==> config.mk <==
export PLATFORM = sky130hd
export DESIGN_NAME = booth_seq_mul
export DESIGN_NICKNAME = d
export VERILOG_FILES = /design/src/rtl/booth_seq_mul.sv
export SDC_FILE = /design/constraint.sdc
export NUM_CORES = 1
export LEC_CHECK = 0
export ABC_CLOCK_PERIOD_IN_PS = 5000
export CORE_MARGIN = 2
export CORE_UTILIZATION = 40
export DETAILED_ROUTE_END_ITERATION = 16
export SLEW_MARGIN = 20
export SYNTH_ARGS = -nofsm -noshare
export SYNTH_HDL_FRONTEND = slang
export SYNTH_SLANG_ARGS = --single-unit
==> constraint.sdc <==
create_clock -name clk -period 5 [get_ports clk]
set_clock_uncertainty 0.1 [all_clocks]
set_input_delay 1 -clock clk [delete_from_list [all_inputs] [get_ports clk]]
set_output_delay 1 -clock clk [all_outputs]
set_load 0.005 [all_outputs]
==> src/rtl/booth_seq_mul.sv <==
// -----------------------------------------------------------------------------
// booth_seq_mul
//   Iterative signed Booth multiplier for the FP mantissa-multiply path.
//   It does one Booth step per clock and returns the full 2*WIDTH-bit signed
//   product. A sideband tag is captured at start and released with the
//   product, so the normalise stage receives matched data.
//
//   Build option: define BOOTH_RADIX4_EN to select modified Booth radix-4,
//   which takes ceil(WIDTH/2) steps. Without it the multiplier is radix-2 and
//   takes WIDTH steps. The product value and the handshake are the same in
//   both builds.
//
// Parameters
//   WIDTH         operand width, two's complement (4..64)
//   TAG_W         sideband width, passed through unchanged
// Ports
//   clk           rising-edge clock
//   reset         asynchronous, active-high reset
//   start         request, sampled only in IDLE or DONE
//   multiplicand  signed operand M
//   multiplier    signed operand Q
//   tag_i         sideband captured with the operands
//   busy          high while Booth steps are running
//   done          one-cycle pulse; product/tag_o are valid from this cycle
//   product       signed M*Q, held until the next result
//   tag_o         tag captured at the accepted start, held with product
// -----------------------------------------------------------------------------
module booth_seq_mul #(
    parameter int WIDTH = 25,
    parameter int TAG_W = 10
) (
    input  logic                 clk,
    input  logic                 reset,
    input  logic                 start,
    input  logic [WIDTH-1:0]     multiplicand,
    input  logic [WIDTH-1:0]     multiplier,
    input  logic [TAG_W-1:0]     tag_i,
    output logic                 busy,
    output logic                 done,
    output logic [2*WIDTH-1:0]   product,
    output logic [TAG_W-1:0]     tag_o
);

`ifdef BOOTH_RADIX4_EN
    localparam int STEPS = (WIDTH + 1) / 2;
    localparam int QW    = 2 * STEPS;      // Q is sign-extended to an even width
`else
    localparam int STEPS = WIDTH;
    localparam int QW    = WIDTH;
`endif
    localparam int AW = WIDTH + 2;         // the two guard bits absorb +/-2M and -2^(W-1)
    localparam int CW = $clog2(STEPS + 1);

    localparam logic [1:0] S_IDLE = 2'd0;
    localparam logic [1:0] S_RUN  = 2'd1;
    localparam logic [1:0] S_DONE = 2'd2;
    // Holds the one idle cycle of the zero shortcut, so that done follows
    // the edge after the accepting edge without asserting busy.
    localparam logic [1:0] S_ZERO = 2'd3;

    logic [1:0]       state;
    logic [AW-1:0]    m_reg;
    logic [AW-1:0]    acc;
    logic [QW-1:0]    q_reg;
    logic             q_m1;
    logic [CW-1:0]    count;
    logic [TAG_W-1:0] tag_reg;

    logic [QW-1:0]    q_load;
    logic [AW-1:0]    addend;
    logic [AW-1:0]    acc_sum;
    logic [AW-1:0]    acc_nxt;
    logic [QW-1:0]    q_nxt;
    logic             q_m1_nxt;
    logic             accept;
    logic             zero_op;
    logic             last_step;

    generate
        if (QW > WIDTH) begin : g_qext
            assign q_load = {multiplier[WIDTH-1], multiplier};
        end else begin : g_qeq
            assign q_load = multiplier;
        end
    endgenerate

    assign accept    = start && ((state == S_IDLE) || (state == S_DONE));
    assign zero_op   = (multiplicand == '0) || (multiplier == '0);
    assign last_step = (count == CW'(STEPS - 1));

`ifdef BOOTH_RADIX4_EN
    logic [AW-1:0] m2;
    assign m2 = {m_reg[AW-2:0], 1'b0};

    always_comb begin
        addend = '0;
        unique case ({q_reg[1:0], q_m1})
            3'b001, 3'b010: addend = m_reg;
            3'b011:         addend = m2;
            3'b100:         addend = -m2;
            3'b101, 3'b110: addend = -m_reg;
            default:        addend = '0;
        endcase
        acc_sum  = acc + addend;
        acc_nxt  = {{2{acc_sum[AW-1]}}, acc_sum[AW-1:2]};
        q_nxt    = {acc_sum[1:0], q_reg[QW-1:2]};
        q_m1_nxt = q_reg[1];
    end
`else
    always_comb begin
        addend = '0;
        unique case ({q_reg[0], q_m1})
            2'b01:   addend = m_reg;
            2'b10:   addend = -m_reg;
            default: addend = '0;
        endcase
        acc_sum  = acc + addend;
        acc_nxt  = {acc_sum[AW-1], acc_sum[AW-1:1]};
        q_nxt    = {acc_sum[0], q_reg[QW-1:1]};
        q_m1_nxt = q_reg[0];
    end
`endif

    always_ff @(posedge clk or posedge reset) begin
        if (reset) begin
            state   <= S_IDLE;
            m_reg   <= '0;
            acc     <= '0;
            q_reg   <= '0;
            q_m1    <= 1'b0;
            count   <= '0;
            tag_reg <= '0;
            product <= '0;
            tag_o   <= '0;
        end else begin
            unique case (state)
                S_IDLE, S_DONE: begin
                    if (accept) begin
                        m_reg   <= {{2{multiplicand[WIDTH-1]}}, multiplicand};
                        acc     <= '0;
                        q_reg   <= q_load;
                        q_m1    <= 1'b0;
                        count   <= '0;
                        tag_reg <= tag_i;
                        state   <= zero_op ? S_ZERO : S_RUN;
                    end else begin
                        state <= S_IDLE;
                    end
                end
                S_RUN: begin
                    acc   <= acc_nxt;
                    q_reg <= q_nxt;
                    q_m1  <= q_m1_nxt;
                    count <= count + 1'b1;
                    if (last_step) begin
                        state   <= S_DONE;
                        // Low 2*WIDTH bits of {A, Q} after the final shift.
                        product <= {acc_nxt[2*WIDTH-QW-1:0], q_nxt};
                        tag_o   <= tag_reg;
                    end
                end
                S_ZERO: begin
                    state   <= S_DONE;
                    product <= '0;
                    tag_o   <= tag_reg;
                end
                default: state <= S_IDLE;
            endcase
        end
    end

    assign busy = (state == S_RUN);
    assign done = (state == S_DONE);

endmodule

# Word-level counts from Yosys, hierarchy flattened
# Cells that the tools add are included.
dict set report word_totals {
  in_bits 63
  output_inout_bits 62
  word_cells 49
  ff_bits 155
}
dict set report classes {
  n_mux 17
  reduce_logical 12
  eq_ne 8
  add_sub_neg 3
}
# operator n
set op_table {}
lappend op_table {{$pmux W27 S2} 2}
lappend op_table {{$pmux W50 S2} 1}
lappend op_table {{$logic_not A25 Y1} 2}
lappend op_table {{$mux W50} 1}
lappend op_table {{$pmux W25 S2} 1}
lappend op_table {{$add A27 B27 Y27} 1}
lappend op_table {{$mux W27} 1}
lappend op_table {{$neg A27 Y27} 1}
lappend op_table {{$mux W25} 1}
lappend op_table {{$pmux W10 S2} 1}
lappend op_table {{$mux W10} 1}
lappend op_table {{$pmux W5 S2} 1}
lappend op_table {{$eq A2 B2 Y1 const B} 3}
lappend op_table {{$mux W2} 3}
lappend op_table {{$pmux W2 S3} 1}
lappend op_table {{$reduce_and A2 Y1} 3}
lappend op_table {{$add A5 B1 Y5 const B} 1}
lappend op_table {{$eq A5 B5 Y1 const B} 1}
lappend op_table {{$mux W5} 1}
lappend op_table {{$eq A2 B1 Y1 const B} 2}
lappend op_table {{$reduce_bool A2 Y1} 2}
lappend op_table {{$logic_not A2 Y1} 1}
lappend op_table {{$logic_or A1 B1 Y1} 2}
lappend op_table {{$ne A2 B1 Y1 const B} 1}
lappend op_table {{5 further kinds} 5}

# Longest topological paths before layout
dict set report logic_depth {
  word_depth 5
  depth_mapped 19
  ltp_nobuf 17
}

# Worst setup path after synthesis
# No wires, ideal clock.
dict set report synth_timing {
  path_type {reg2reg}
  startpoint {register m_reg[0]}
  endpoint {register acc[25]}
  setup_time_ns 0.123
  n_path_buf 2
  required_time_ns 4.777
  arrival_time_ns 3.629
  path_stages_with_launch 20
  synth_period_minus_slack_ns 3.852
  path_slack_ns 1.148
  path_cell_list {dfrtp_1 > inv_1 > ha_1 > or4b_1 > buf_2 > nor3_4 > nand2_4 > nor4_4 > xnor2_1 > a22oi_1 > nor2_1 > ha_1 > clkbuf_1 > nand3_1 > o211ai_1 > o41a_1 > o2bb2ai_1 > o31ai_1 > nand3_1 > mux2i_1}
}
dict set report synth_between {
  elab_chain_len 4
}
# element line_no
set synth_lines {}
lappend synth_lines {{start, declared} 62} ;# logic [AW-1:0] m_reg;
lappend synth_lines {{start signal, assigned} 139} ;# m_reg <= {{2{multiplicand[WIDTH-1]}}, multiplicand};
lappend synth_lines {{$neg A27 Y27} 114} ;# 2'b10: addend = -m_reg;
lappend synth_lines {{$pmux W27 S2 *} 112} ;# unique case ({q_reg[0], q_m1})
lappend synth_lines {{$add A27 B27 Y27 *} 117} ;# acc_sum = acc + addend;
lappend synth_lines {{$pmux W27 S2 *} 136} ;# unique case (state)
lappend synth_lines {{end signal, assigned} 151} ;# acc <= acc_nxt;
lappend synth_lines {{end, declared} 63} ;# logic [AW-1:0] acc;
# Every way passes the cells marked *; elsewhere a longest branch is shown, timed or not.
# A chain may end at the register's enable or synchronous reset.

# Worst setup path after layout
dict set report layout_timing {
  startpoint {register m_reg[2]}
  endpoint {register acc[19]}
}
# The elaborated chain is that of the path after synthesis.

==> results.py <==
metrics = {
    "sta": {
        "max_freq_ghz": 0.228,
        "tns_ps": 0,
        "slew-limit-headroom": 0.338,
        "grt_setup_unrepaired": "false",
        "finalCriticalPeriod_ps": 4380,
        "slew_viol_final": 0,
        "finalSetupViolCount": 0,
        "hold_viol_final": 0,
        "hold_ws_ps": 371,
        "fin_crit_sh": 0.876,
        "max_slew.worst_pin.slew_ps": 990,
    },
    "route": {
        "drtIter0Drc": 551,
        "routed_via_density": 5.48,
        "wl_per_cell_um": 17.4,
        "remaining_drc_errors": 0,
        "ant_nets": 0,
        "firstDrtPassIters": 5,
        "num_vias": 6937,
        "wirelength_um": 22000,
    },
    "global_routing": {
        "grt_overflow_total": 0,
        "use_met2": 0.309,
        "grt_antenna_before_repair": 0,
        "top_usage_layer": "met2",
        "grt_pass1_wl_um": 36500,
        "grt_max_degree": 64,
        "gr-usage-met3": 0.0642,
        "grt_usage": 0.210,
        "grt_pass1_vias": 6815,
        "grt_util_met1": 0.303,
    },
    "setup_path": {
        "criticalPathCategory": "reg -> reg",
        "cpPeakStageDelay_ps": 650,
        "path_delay_family": "compound AO/OA/AOI/OAI gates",
        "path_buf_inv": 0,
        "critPathArrivalTime_ps": 4590,
        "endpoint_kind": "flip-flop",
        "start_kind": "flip-flop",
        "critPathRequiredTime_ps": 5210,
        "crit_chain": "or4_1 > or2_2 > nor3_1 > xnor2_1 > nand2_1 > a21oi_1 > ha_1 > a2111oi_0 > a21oi_1 > o2111a_1 > a211oi_2 > o21ai_1 > xnor2_1 > a22o_1",
        "worst_path_max_delay_cell": "or4_1",
        "worstPathMaxFanout": 7,
    },
    "power": {
        "clkPwrFrac": 0.183,
        "power.internal_mw": 4.10,
        "fin_total_pwr_mw": 7.04,
        "p_leak_nw": 4.58,
        "vdd_drop_max_mv": 0.274,
        "comb_power_share": 0.498,
        "powerDensity_mw_per_mm2": 676,
        "p_sw_mw": 2.94,
        "switching_share": 0.418,
        "sequentialPowerShare": 0.319,
    },
    "clock_tree": {
        "cts_resized": 0,
        "cts_setup_buffers": 0,
        "clock_path_buffers": 2,
        "cts_tree": "yes",
        "htreeDepth": 4,
        "root_buffer": "clkbuf_16",
        "cts.clk_slew.worst_paths_ps": 70,
        "cts_sinks": 154,
        "holdBufCountCts": 0,
        "cts_buffers": 17,
        "clk-insertion-delay-late_ps": 430,
    },
    "min_path": {
        "hp-class": "reg -> reg",
    },
    "cells_and_area": {
        "antenna_cells": 0,
        "area_growth_pct": 26.2,
        "largestRegisters": "product: 50 flops, acc: 26 flops",
        "drive_gt1_frac": 0.0724,
        "largest_reg_flops": 50,
        "fin_util": 0.515,
        "fin_area_sq_mm": 0.0104,
        "nets": 1077,
        "top_register": "product",
        "fillers": 1896,
    },
    "synthesis": {
        "yosys.area.top_type": "dfrtp_1",
        "synthTopCellsByArea": "dfrtp_1, nand2_1, a22o_1",
        "synth_cell_types": 69,
        "ys_ff_latch": 154,
        "yosysSeqAreaShare": 0.467,
        "synth.top_cell.area_share": 0.467,
        "synthesis.area_sq_mm": 0.00825,
        "synth-main-ff-cell": "dfrtp_1",
        "syn_nets": 971,
        "synth_cells": 876,
        "yosysWarnings": 0,
        "synth_edf_count": 0,
        "async_flop_share": 1.00,
        "syn_area_per_cell_sq_um": 9.42,
    },
    "floorplanning": {
        "dieArea_sq_mm": 0.0218,
        "core_area_sq_mm": 0.0202,
        "die_w_um": 148,
        "die_h_um": 148,
        "rows": 52,
        "io_pins": 125,
        "initial_core_util": 0.408,
    },
    "place": {
        "place_area_sq_mm": 0.00983,
        "gp_congestion": 0.889,
        "portBuffers": 124,
        "hpwl_um": 15500,
    },
    "run_status": {
        "status": "finished clean",
    },
    "job": {
        "max_cap_viol_count": 0,
    },
}
[cells in the mapped netlist, types with 3 or more instances]
cell,count
xnor2_1,22
a211oi_1,7
nand2b_1,6
and3_1,6
nor3_1,9
nand3_1,16
a32oi_1,4
nor4_1,11
a21oi_1,27
dfrtp_1,154
nand4_1,6
xor2_1,6
nor2_1,47
nor3b_1,5
o21a_1,4
mux2_2,10
o31ai_1,10
o21ai_1,8
o22ai_1,3
ha_1,31
o41ai_1,3
or3_1,4
nor2b_1,6
o21bai_1,3
a31oi_1,6
or4_1,4
o2111a_1,3
o211ai_1,8
a22oi_1,38
clkbuf_1,45
o21ai_0,31
inv_1,21
and2_1,4
buf_1,4
nand2_1,195
a221o_1,3
a22o_1,55
a21o_1,7
a32o_1,4
mux2i_1,3
[layer usage]
layer	wire length, um	part of all wire
met1	10800	0.49
met2	9400	0.43
met3	1450	0.066
met4	364	0.017
met5	0	0
[power groups by stage]
stage / clock network (mW) / registers (mW) / logic [mW]
global route: 1.38 / 2.32 / 3.94
floorplan: 0 / 2.13 / 2.47
finish: 1.29 / 2.24 / 3.50
detailed placement: 0 / 2.25 / 3.51
CTS: 1.32 / 2.24 / 3.51
global placement: 0 / 2.26 / 3.47
[worst register-to-register path, delay by kind of cell, from the launching register on]
kind,cells,cell delay [ps]
fa+ha+maj,1,310
xor+xnor,2,300
simple gates,4,1240
flops,1,450
compound gates,7,1850
[through the flow]
stage / worst slack (ps) / instances
global route: 185 / 1265
CTS: 642 / 1265
floorplan: 1150 / 876
detailed placement: 675 / 1233
global placement: 742 / 1232
finish: 621 / 1265
[path summary, 6_finish.rpt]
| path | slack (ps) | depth (start not counted) | end | startpoint |
|---|---|---|---|---|
| min | 370 | 2 | tag_reg[1] | tag_reg[1] |
| max in group asynchronous | 3340 | 3 | product[45] | reset |
| min reg2reg | 370 | 2 | tag_reg[1] | tag_reg[1] |
| min in group asynchronous | 840 | 2 | m_reg[3] | reset |
| max | 620 | 14 | acc[19] | m_reg[2] |
| max reg2reg | 620 | 14 | acc[19] | m_reg[2] |
[layout make-up]
cell class	instances	area [sq um]	area share
Clock buffer	18	429	0.0412
Clock inverter	14	156	0.0150
Inverter	21	82.6	0.00793
Multi-Input combinational cell	651	4170	0.400
Sequential cell	154	3850	0.370
Tap cell	270	338	0.0324
Timing Repair Buffer	137	1390	0.133
[layout by cell type, fill, tap and decap left out, types with 7 or more instances in the layout]
cell             instances
a211oi_1                 7
a21o_1                   7
a21oi_1                 27
a22o_1                  55
a22oi_1                 38
buf_4                    9
clkbuf_16               17
clkdlybuf4s50_1        124
dfrtp_1                154
ha_1                    31
inv_1                   19
mux2_2                  10
nand2_1                195
nand3_1                 16
nor2_1                  45
nor3_1                   9
nor4_1                  11
o211ai_1                 8
o21ai_0                 31
o21ai_1                  7
o31ai_1                 10
xnor2_1                 22
[logic make-up after synthesis]
kind of cell / count (synthesis) / share of synthesized area
and+or+nand+nor: 335 / 0.188
AOI/OAI and AO/OA: 243 / 0.217
DFF: 154 / 0.467
buffers and inverters: 71 / 0.0324
adders and majority gates: 32 / 0.0494
xor gates and xnor gates: 28 / 0.0297
muxes: 13 / 0.0173
(Power assumes the default switching activity.)
